[config.mk]
export PLATFORM = sky130hd
export DESIGN_NAME = time_keeper
export DESIGN_NICKNAME = d
export VERILOG_FILES = /design/src/rtl/time_keeper_pkg.sv /design/src/rtl/time_keeper_tick_prescaler.sv /design/src/rtl/time_keeper.sv
export SDC_FILE = /design/constraint.sdc
export NUM_CORES = 1
export LEC_CHECK = 0
export ABC_CLOCK_PERIOD_IN_PS = 1840
export BUFFER_PORTS_ARGS = -buffer_cell sky130_fd_sc_hd__buf_4
export CAP_MARGIN = 20
export CORE_MARGIN = 1.5
export CORE_UTILIZATION = 40
export DETAILED_ROUTE_END_ITERATION = 16
export PLACE_DENSITY_LB_ADDON = 0.3
export SYNTH_ARGS = -nofsm -noshare
export SYNTH_HDL_FRONTEND = slang
export SYNTH_SLANG_ARGS = --single-unit
[constraint.sdc]
create_clock -name clk -period 1.84 [get_ports clk]
set_input_delay 0.552 -clock clk [delete_from_list [all_inputs] [get_ports clk]]
set_output_delay 0.552 -clock clk [all_outputs]
set_load 0.01 [all_outputs]
[src/rtl/time_keeper_pkg.sv]
// Shared limits, FSM state type and wrap-around helpers for the time_keeper clock core.
// Used by both the default 24-hour build and the TIME_KEEPER_12H_EN build.
package time_keeper_pkg;

  localparam logic [5:0] SEC_MAX = 6'd59;
  localparam logic [5:0] MIN_MAX = 6'd59;
  localparam logic [4:0] HR_MAX  = 5'd23;

  typedef enum logic [1:0] {
    RUN     = 2'd0,
    SET_HR  = 2'd1,
    SET_MIN = 2'd2
  } state_e;

  // Anything at or past the limit returns to zero, so an illegal value also clears.
  function automatic logic [5:0] wrapInc6(input logic [5:0] value, input logic [5:0] limit);
    return (value >= limit) ? 6'd0 : value + 6'd1;
  endfunction

  function automatic logic [4:0] wrapInc5(input logic [4:0] value, input logic [4:0] limit);
    return (value >= limit) ? 5'd0 : value + 5'd1;
  endfunction

endpackage

[src/rtl/time_keeper_tick_prescaler.sv]
// Divides the system clock down to a one-cycle 1 Hz pulse.
// 'wrap' is the combinational terminal-count flag; 'tick' is its registered copy.
module tick_prescaler #(
  parameter int CLK_HZ  = 50000000,
  parameter int PRESC_W = 26
) (
  input  logic clk,
  input  logic rst,
  input  logic clr,
  output logic tick,
  output logic wrap
);

  localparam logic [PRESC_W-1:0] TERM = PRESC_W'(CLK_HZ - 1);

  logic [PRESC_W-1:0] presc_q, presc_d;
  logic               tick_q;

  assign wrap = (presc_q == TERM);
  assign tick = tick_q;

  // Clearing restarts a full second, so the next tick lands CLK_HZ cycles later.
  always_comb begin
    presc_d = presc_q + PRESC_W'(1);
    if (clr || wrap) presc_d = '0;
  end

  always_ff @(posedge clk) begin
    if (rst) begin
      presc_q <= '0;
      tick_q  <= 1'b0;
    end else begin
      presc_q <= presc_d;
      tick_q  <= wrap;
    end
  end

endmodule

[src/rtl/time_keeper.sv]
// Hours/minutes/seconds counter with a two-button set mode for the Numitron clock.
// Define TIME_KEEPER_12H_EN for 12-hour display with an afternoon flag.
module time_keeper
  import time_keeper_pkg::*;
#(
  parameter int CLK_HZ  = 50000000,
  parameter int PRESC_W = 26
) (
  input  logic       clk,
  input  logic       rst,
  input  logic       btn_mode,
  input  logic       btn_inc,
  output logic [6:0] seconds,
  output logic [6:0] minutes,
  output logic [6:0] hours,
  output logic       pm,
  output logic       set_hr,
  output logic       set_min,
  output logic       tick_1hz
);

  state_e     state_q, state_d;
  logic [5:0] sec_q, sec_d;
  logic [5:0] min_q, min_d;
  logic [4:0] hr_q, hr_d;
  logic       btnMode_q, btnInc_q;
  logic       modeEdge, incEdge;
  logic       secTick, clrPresc;

  tick_prescaler #(
    .CLK_HZ (CLK_HZ),
    .PRESC_W(PRESC_W)
  ) u_prescaler (
    .clk (clk),
    .rst (rst),
    .clr (clrPresc),
    .tick(tick_1hz),
    .wrap(secTick)
  );

  assign modeEdge = btn_mode & ~btnMode_q;
  assign incEdge  = btn_inc & ~btnInc_q;

  always_comb begin
    state_d  = state_q;
    sec_d    = sec_q;
    min_d    = min_q;
    hr_d     = hr_q;
    clrPresc = 1'b0;
    unique case (state_q)
      RUN: begin
        if (secTick) begin
          sec_d = wrapInc6(sec_q, SEC_MAX);
          if (sec_q >= SEC_MAX) begin
            min_d = wrapInc6(min_q, MIN_MAX);
            if (min_q >= MIN_MAX) hr_d = wrapInc5(hr_q, HR_MAX);
          end
        end
        if (modeEdge) state_d = SET_HR;
      end
      SET_HR: begin
        if (incEdge) hr_d = wrapInc5(hr_q, HR_MAX);
        if (modeEdge) state_d = SET_MIN;
      end
      SET_MIN: begin
        if (incEdge) min_d = wrapInc6(min_q, MIN_MAX);
        // Restart the second on exit so the first tick is a whole second away.
        if (modeEdge) begin
          state_d  = RUN;
          sec_d    = 6'd0;
          clrPresc = 1'b1;
        end
      end
      default: state_d = RUN;
    endcase
  end

  // History resets high so a button held through reset release gives no edge.
  always_ff @(posedge clk) begin
    if (rst) begin
      state_q   <= RUN;
      sec_q     <= 6'd0;
      min_q     <= 6'd0;
      hr_q      <= 5'd0;
      btnMode_q <= 1'b1;
      btnInc_q  <= 1'b1;
    end else begin
      state_q   <= state_d;
      sec_q     <= sec_d;
      min_q     <= min_d;
      hr_q      <= hr_d;
      btnMode_q <= btn_mode;
      btnInc_q  <= btn_inc;
    end
  end

  assign seconds = {1'b0, sec_q};
  assign minutes = {1'b0, min_q};
  assign set_hr  = (state_q == SET_HR);
  assign set_min = (state_q == SET_MIN);

`ifdef TIME_KEEPER_12H_EN
  always_comb begin
    hours = {2'b00, hr_q};
    if (hr_q == 5'd0)       hours = 7'd12;
    else if (hr_q > 5'd12)  hours = {2'b00, hr_q - 5'd12};
  end
  assign pm = (hr_q >= 5'd12);
`else
  assign hours = {2'b00, hr_q};
  assign pm    = 1'b0;
`endif

endmodule

After elaboration in Yosys (flattened, before gate mapping)
Index checks and enable logic that the tools add are counted.
Widths: inputs -> output; s select.
- memories kept: 0
- memory bits (read-only): 0
- input bits: 4
- bits in writable memories: 0
- latch bits: 0
- output and inout bits: 25
- register bits after elaboration: 48
- magnitude comparators: 3
- div/mod/pow operators: 0
- reduce and logical (&&, ||, !) cells: 9
- equal/unequal tests: 11
- shifts and indexed selects: 0
- $mul: 0
- add/subtract/negate cells: 4
- bitwise operators: 4
- mux-type cells: 21
- operators with widths (operator ; count):
    $mux 6 ; 7
    $add 26x1->26 const B ; 1
    $eq 26x26->1 const B ; 1
    $mux 5 ; 5
    $pmux 6 s2 ; 2
    $add 6x1->6 const B ; 2
    $ge 6x6->1 const B ; 2
    $ne 2x1->1 const B ; 5
    $pmux 5 s2 ; 1
    $mux 2 ; 3
    $ne 2x2->1 const B ; 3
    $pmux 2 s3 ; 1
    $reduce_and 3->1 ; 2
    $add 5x1->5 const B ; 1
    $ge 5x5->1 const B ; 1
    $reduce_and 5->1 ; 1
    $reduce_and 4->1 ; 1
    $reduce_bool 2->1 ; 2
    $and 1x1->1 ; 2
    $eq 2x1->1 const B ; 1
    $eq 2x2->1 const B ; 1
    $logic_not 2->1 ; 1
    $mux 1 ; 2
    $not 1->1 ; 2
    other kinds (2) ; 2

Depth between registers and ports, before layout
- word-level depth: 6
- depth in mapped cells: 8
- mapped depth without buffers: 6

Hierarchy
From an unflattened synthesis, not the netlist that was laid out.
- cells, all modules: 268
- area total of the unflattened synthesis: 2414.8 µm²
- modules (own cells, without submodules) (module ; cells an instance ; seq. area each (µm²) ; area an instance (µm²) ; times used):
    tick_prescaler ; 144 ; 540.5 ; 1275.0 ; 1
    time_keeper ; 124 ; 420.4 ; 1139.8 ; 1

Worst setup path before layout
Ideal clock, no wire load.
- kind: register -> register
- start point: register sec_q[0]
- end point: register min_q[0]
- arrival time: 1949 ps
- cell stages (with the launch flop): 7
- period minus slack after synthesis: 2019 ps
- data required time: 1770 ps
- slack: -179 ps
- cells stage by stage: dfxtp_1 > ha_1 > o2111ai_1 > or2_2 > o31a_1 > or4_1 > a21oi_1
- cells in the longest elaborated chain, start to end: 3
- ends and longest elaborated chain (what ; line ; text):
    from (decl) ; time_keeper.sv:23 ; logic [5:0] sec_q, sec_d;
    from (signal assigned) ; time_keeper.sv:82 ; sec_q <= 6'd0;
    from (signal assigned) ; time_keeper.sv:89 ; sec_q <= sec_d;
    $ge 6x6->1 ; time_keeper.sv:54 ; if (sec_q >= SEC_MAX) begin
    $ne 2x2->1 (no line) ; - ;
    $reduce_and 4->1 (no line) ; - ;
    to (signal assigned) ; time_keeper.sv:90 ; min_q <= min_d;
    to (decl) ; time_keeper.sv:24 ; logic [5:0] min_q, min_d;
Every way passes these cells.
A chain may end at the register's enable or synchronous reset.

Final worst setup path
- start point: register u_prescaler.presc_q[10]
- end point: register min_q[0]
- cells in the longest elaborated chain, start to end: 3
- ends and longest elaborated chain (what ; line ; text):
    from (decl) ; time_keeper_tick_prescaler.sv:16 ; logic [PRESC_W-1:0] presc_q, presc_d;
    from (signal assigned) ; time_keeper_tick_prescaler.sv:33 ; presc_q <= presc_d;
    $eq 26x26->1 ; time_keeper_tick_prescaler.sv:19 ; assign wrap = (presc_q == TERM);
    $ne 2x1->1 (no line) ; - ;
    $reduce_and 4->1 (no line) ; - ;
Every way passes these cells.

==> summary.md <==
| Metric | Value |
|---|---|
| Layout Cells excl Fill | `430` |
| Grt peak-use layer | `met2` |
| Max Clock Skew | `5.81 ps` |
| Post-route setup slack | `18.6 ps` |
| Largest net degree at the start of global routing | `27` |
| Peak Freq | `0.549 GHz` |
| CTS tree | `yes` |
| Util after Layout | `0.550` |
| Worst hold path type | `in2reg` |
| Post-DP HPWL | `3950 um` |
| Grt met1 use | `0.206` |
| Fin crit period | `1820 ps` |
| Netlist Area Pre-Place | `0.00241 mm2` |
| Status | `completed` |
| Hold_ws | `447 ps` |
| Static leakage | `1.19 nW` |
| Number of global-route vias before repair | `2059` |
| Critical Path RT | `2080 ps` |
| Post-synth ARST share | `0` |
| Critical Path Max Stage Delay | `390 ps` |
| Num CTS Buffers | `5` |
| Max-slew violation count | `0` |
| GR Util met3 | `0.0318` |
| Arr. time, crit path | `2060 ps` |
| PwrDens | `562 mW/mm2` |
| Final TNS setup | `0 ps` |
| Max Root-Sink Buffers | `2` |
| Slowest stage cell on the critical path | `or4_1` |
| Total Wirelength | `5560 um` |
| Max Fanout on Critical Path | `3` |
| Remaining DRCs | `0` |
| Area leader, netlist | `dfxtp_1` |
| Layout area overhead | `33.8%` |
| Top-area cell type share of the netlist area | `0.399` |
| CP Cell Sequence | `nor4_2, nand4b_1, o31a_1, or4_1, a21oi_1` |
| Hold_buf cts | `0` |
| Worst min-delay path startpoint | `btn_mode` |
| Setup violations, final | `0` |
| Routed len/inst | `12.9 um` |
| Post-synth EDFFs | `0` |
| CTS clock-pin slew for the worst setup and hold paths | `90 ps` |
| DR iter-0 viols | `53` |
| Ports | `29` |
| Top_reg_cell synth | `dfxtp_1` |
| Grt ovf | `0` |
| WHS Endpoint | `btnMode_q` |
| Placed instance count | `417` |
| Main area contributors after synthesis | `dfxtp_1 40%, xnor2_1 7.6%, nor2_1 6.4%, nand3_1 4.0%, nand2_1 2.7%` |
| Die area | `0.00649 mm2` |
| Overall power | `1.81 mW` |
| Final hold violations | `0` |
| IO Port Bufs | `23` |
| Post-place setup slack | `-12.1 ps` |
| Placed Area | `0.00297 mm2` |
| Final Instance Area | `0.00322 mm2` |
| Final Net Count | `363` |
| # rows | `28` |
| Reg2reg end | `min_q[0]` |
| Htree depth | `2` |
| GR Util met2 | `0.313` |
| Max-cap viol count | `0` |
| Clk_lat worst skew | `300 ps` |
| Maximum vdd drop | `0.350 mV` |
| Crit end category | `register` |
| Fin crit share | `0.990` |
| Synth Register Bits | `48` |
| R2R Path Start | `u_prescaler.presc_q[10]` |
| First-pass GRT wire length | `8940 um` |
| Layout fillers | `542` |
| Clock sinks | `48` |
| Element type at the critical path start | `register` |
| Distinct cells, synth | `47` |
| Avg Cell Area, Syn | `8.38 um2` |
| Routed vias/inst | `5.19` |
| DRT antenna net count | `0` |
| Layout cells sized above 1 | `0.315` |
| GP Congestion | `0.813` |
| Die H | `80.6 um` |
| Unrepaired setup endpoints after global routing | `yes` |
| Core Area | `0.00585 mm2` |
| Reg-to-reg slack, setup | `20 ps` |
| Die width | `80.6 um` |
| Root Driver | `clkbuf_8` |
| Syn Inst Count | `287` |
| Routed via count | `2230` |
| Antenna violations before repair | `0` |
| Reg2Reg Depth | `5` |
| Seq/Total Area, Yosys | `0.399` |
| Hold depth | `2` |
| GRT Overall Usage | `0.174` |
| Worst setup path class | `reg2reg` |
| DR pass1 iterations | `4` |
| Diodes inserted | `0` |
| Initial Util | `0.411` |
| Yosys warning total | `0` |
==> cells by family after synthesis <==
logic type / share of synthesized area
buffers and inverters: 0.0525
xor gates and xnor gates: 0.0910
other: 0.00156
DFF: 0.399
AOI/OAI and AO/OA: 0.117
muxes: 0.00416
adders and majority gates: 0.0208
and+or+nand+nor: 0.314
==> final cells by class <==
cell class / instances / area [um2] / area share
sequential: 48 / 986 / 0.306
multi-input combinational: 220 / 1470 / 0.456
inverter: 10 / 37.5 / 0.0117
timing repair buffer: 70 / 538 / 0.167
clock buffer: 7 / 96.3 / 0.0299
tap: 75 / 93.8 / 0.0291
==> routing by layer <==
metal	share of wire	vias up	wire length (um)
li1	-	1140	-
met1	0.45	1054	2490
met2	0.51	29	2840
met3	0.030	7	165
met4	0.012	0	67
met5	0	-	0
==> cell usage after synthesis, types with 5 or more instances <==
master   count
a21oi_1      9
nor4_1       8
nor2_1      41
o31ai_1      5
nor3_1      11
nand2_1     17
nor2b_1      9
xnor2_1     21
dfxtp_1     48
inv_1       10
buf_4        6
nand3_1     19
o21ai_0     12
==> power by group <==
part,internal [mW],switching (mW),total (mW)
registers,1.04,0.0105,1.05
logic,0.0366,0.0472,0.0838
clock network,0.335,0.337,0.672
total,1.42,0.395,1.81
==> cells in the final DEF, fill, tap and decap left out, types with 7 or more instances in the layout <==
master	n
buf_4	69
nor2_1	40
dfxtp_1	36
xnor2_1	21
nand3_1	18
nand2_1	17
nor3_1	11
o21ai_0	11
inv_1	10
nor2b_1	9
a21oi_1	9
dfxtp_2	8
clkbuf_8	7
==> worst max path at each step <==
stage / slack, ps / to / startpoint / cells after the start
2_1_floorplan: 20 / sec_q[5] / u_prescaler.presc_q[1] / 6
6_report: 20 / min_q[0] / u_prescaler.presc_q[10] / 5
4_1_cts: 5 / sec_q[1] / u_prescaler.presc_q[1] / 8
3_5_place_dp: -10 / min_q[0] / u_prescaler.presc_q[6] / 5
3_3_place_gp: 20 / min_q[0] / u_prescaler.presc_q[6] / 5
5_1_grt: -80 / sec_q[1] / u_prescaler.presc_q[1] / 8
==> registers in the layout (all words and copies together) (netlist names) <==
signal,count
sec_q,6
state_q,2
min_q,6
btnMode_q,1
btnInc_q,1
u_prescaler.presc_q,26
u_prescaler.tick,1
hr_q,5
==> critical path, delay by kind of cell (launching register included) <==
kind             cells  cell delay [ps]
flip-flops           1              350
AO/OA/AOI/OAI        2              490
AND/OR/NAND/NOR      3              920
==> timing repair <==
| item | CTS | global route |
|---|---|---|
| endpoints found under the setup margin | 1 | 37 |
| buffers inserted | 0 | 6 |
| resized for setup | 1 | 26 |
| pin swaps | 0 | 9 |
(Power assumes the default switching activity.)
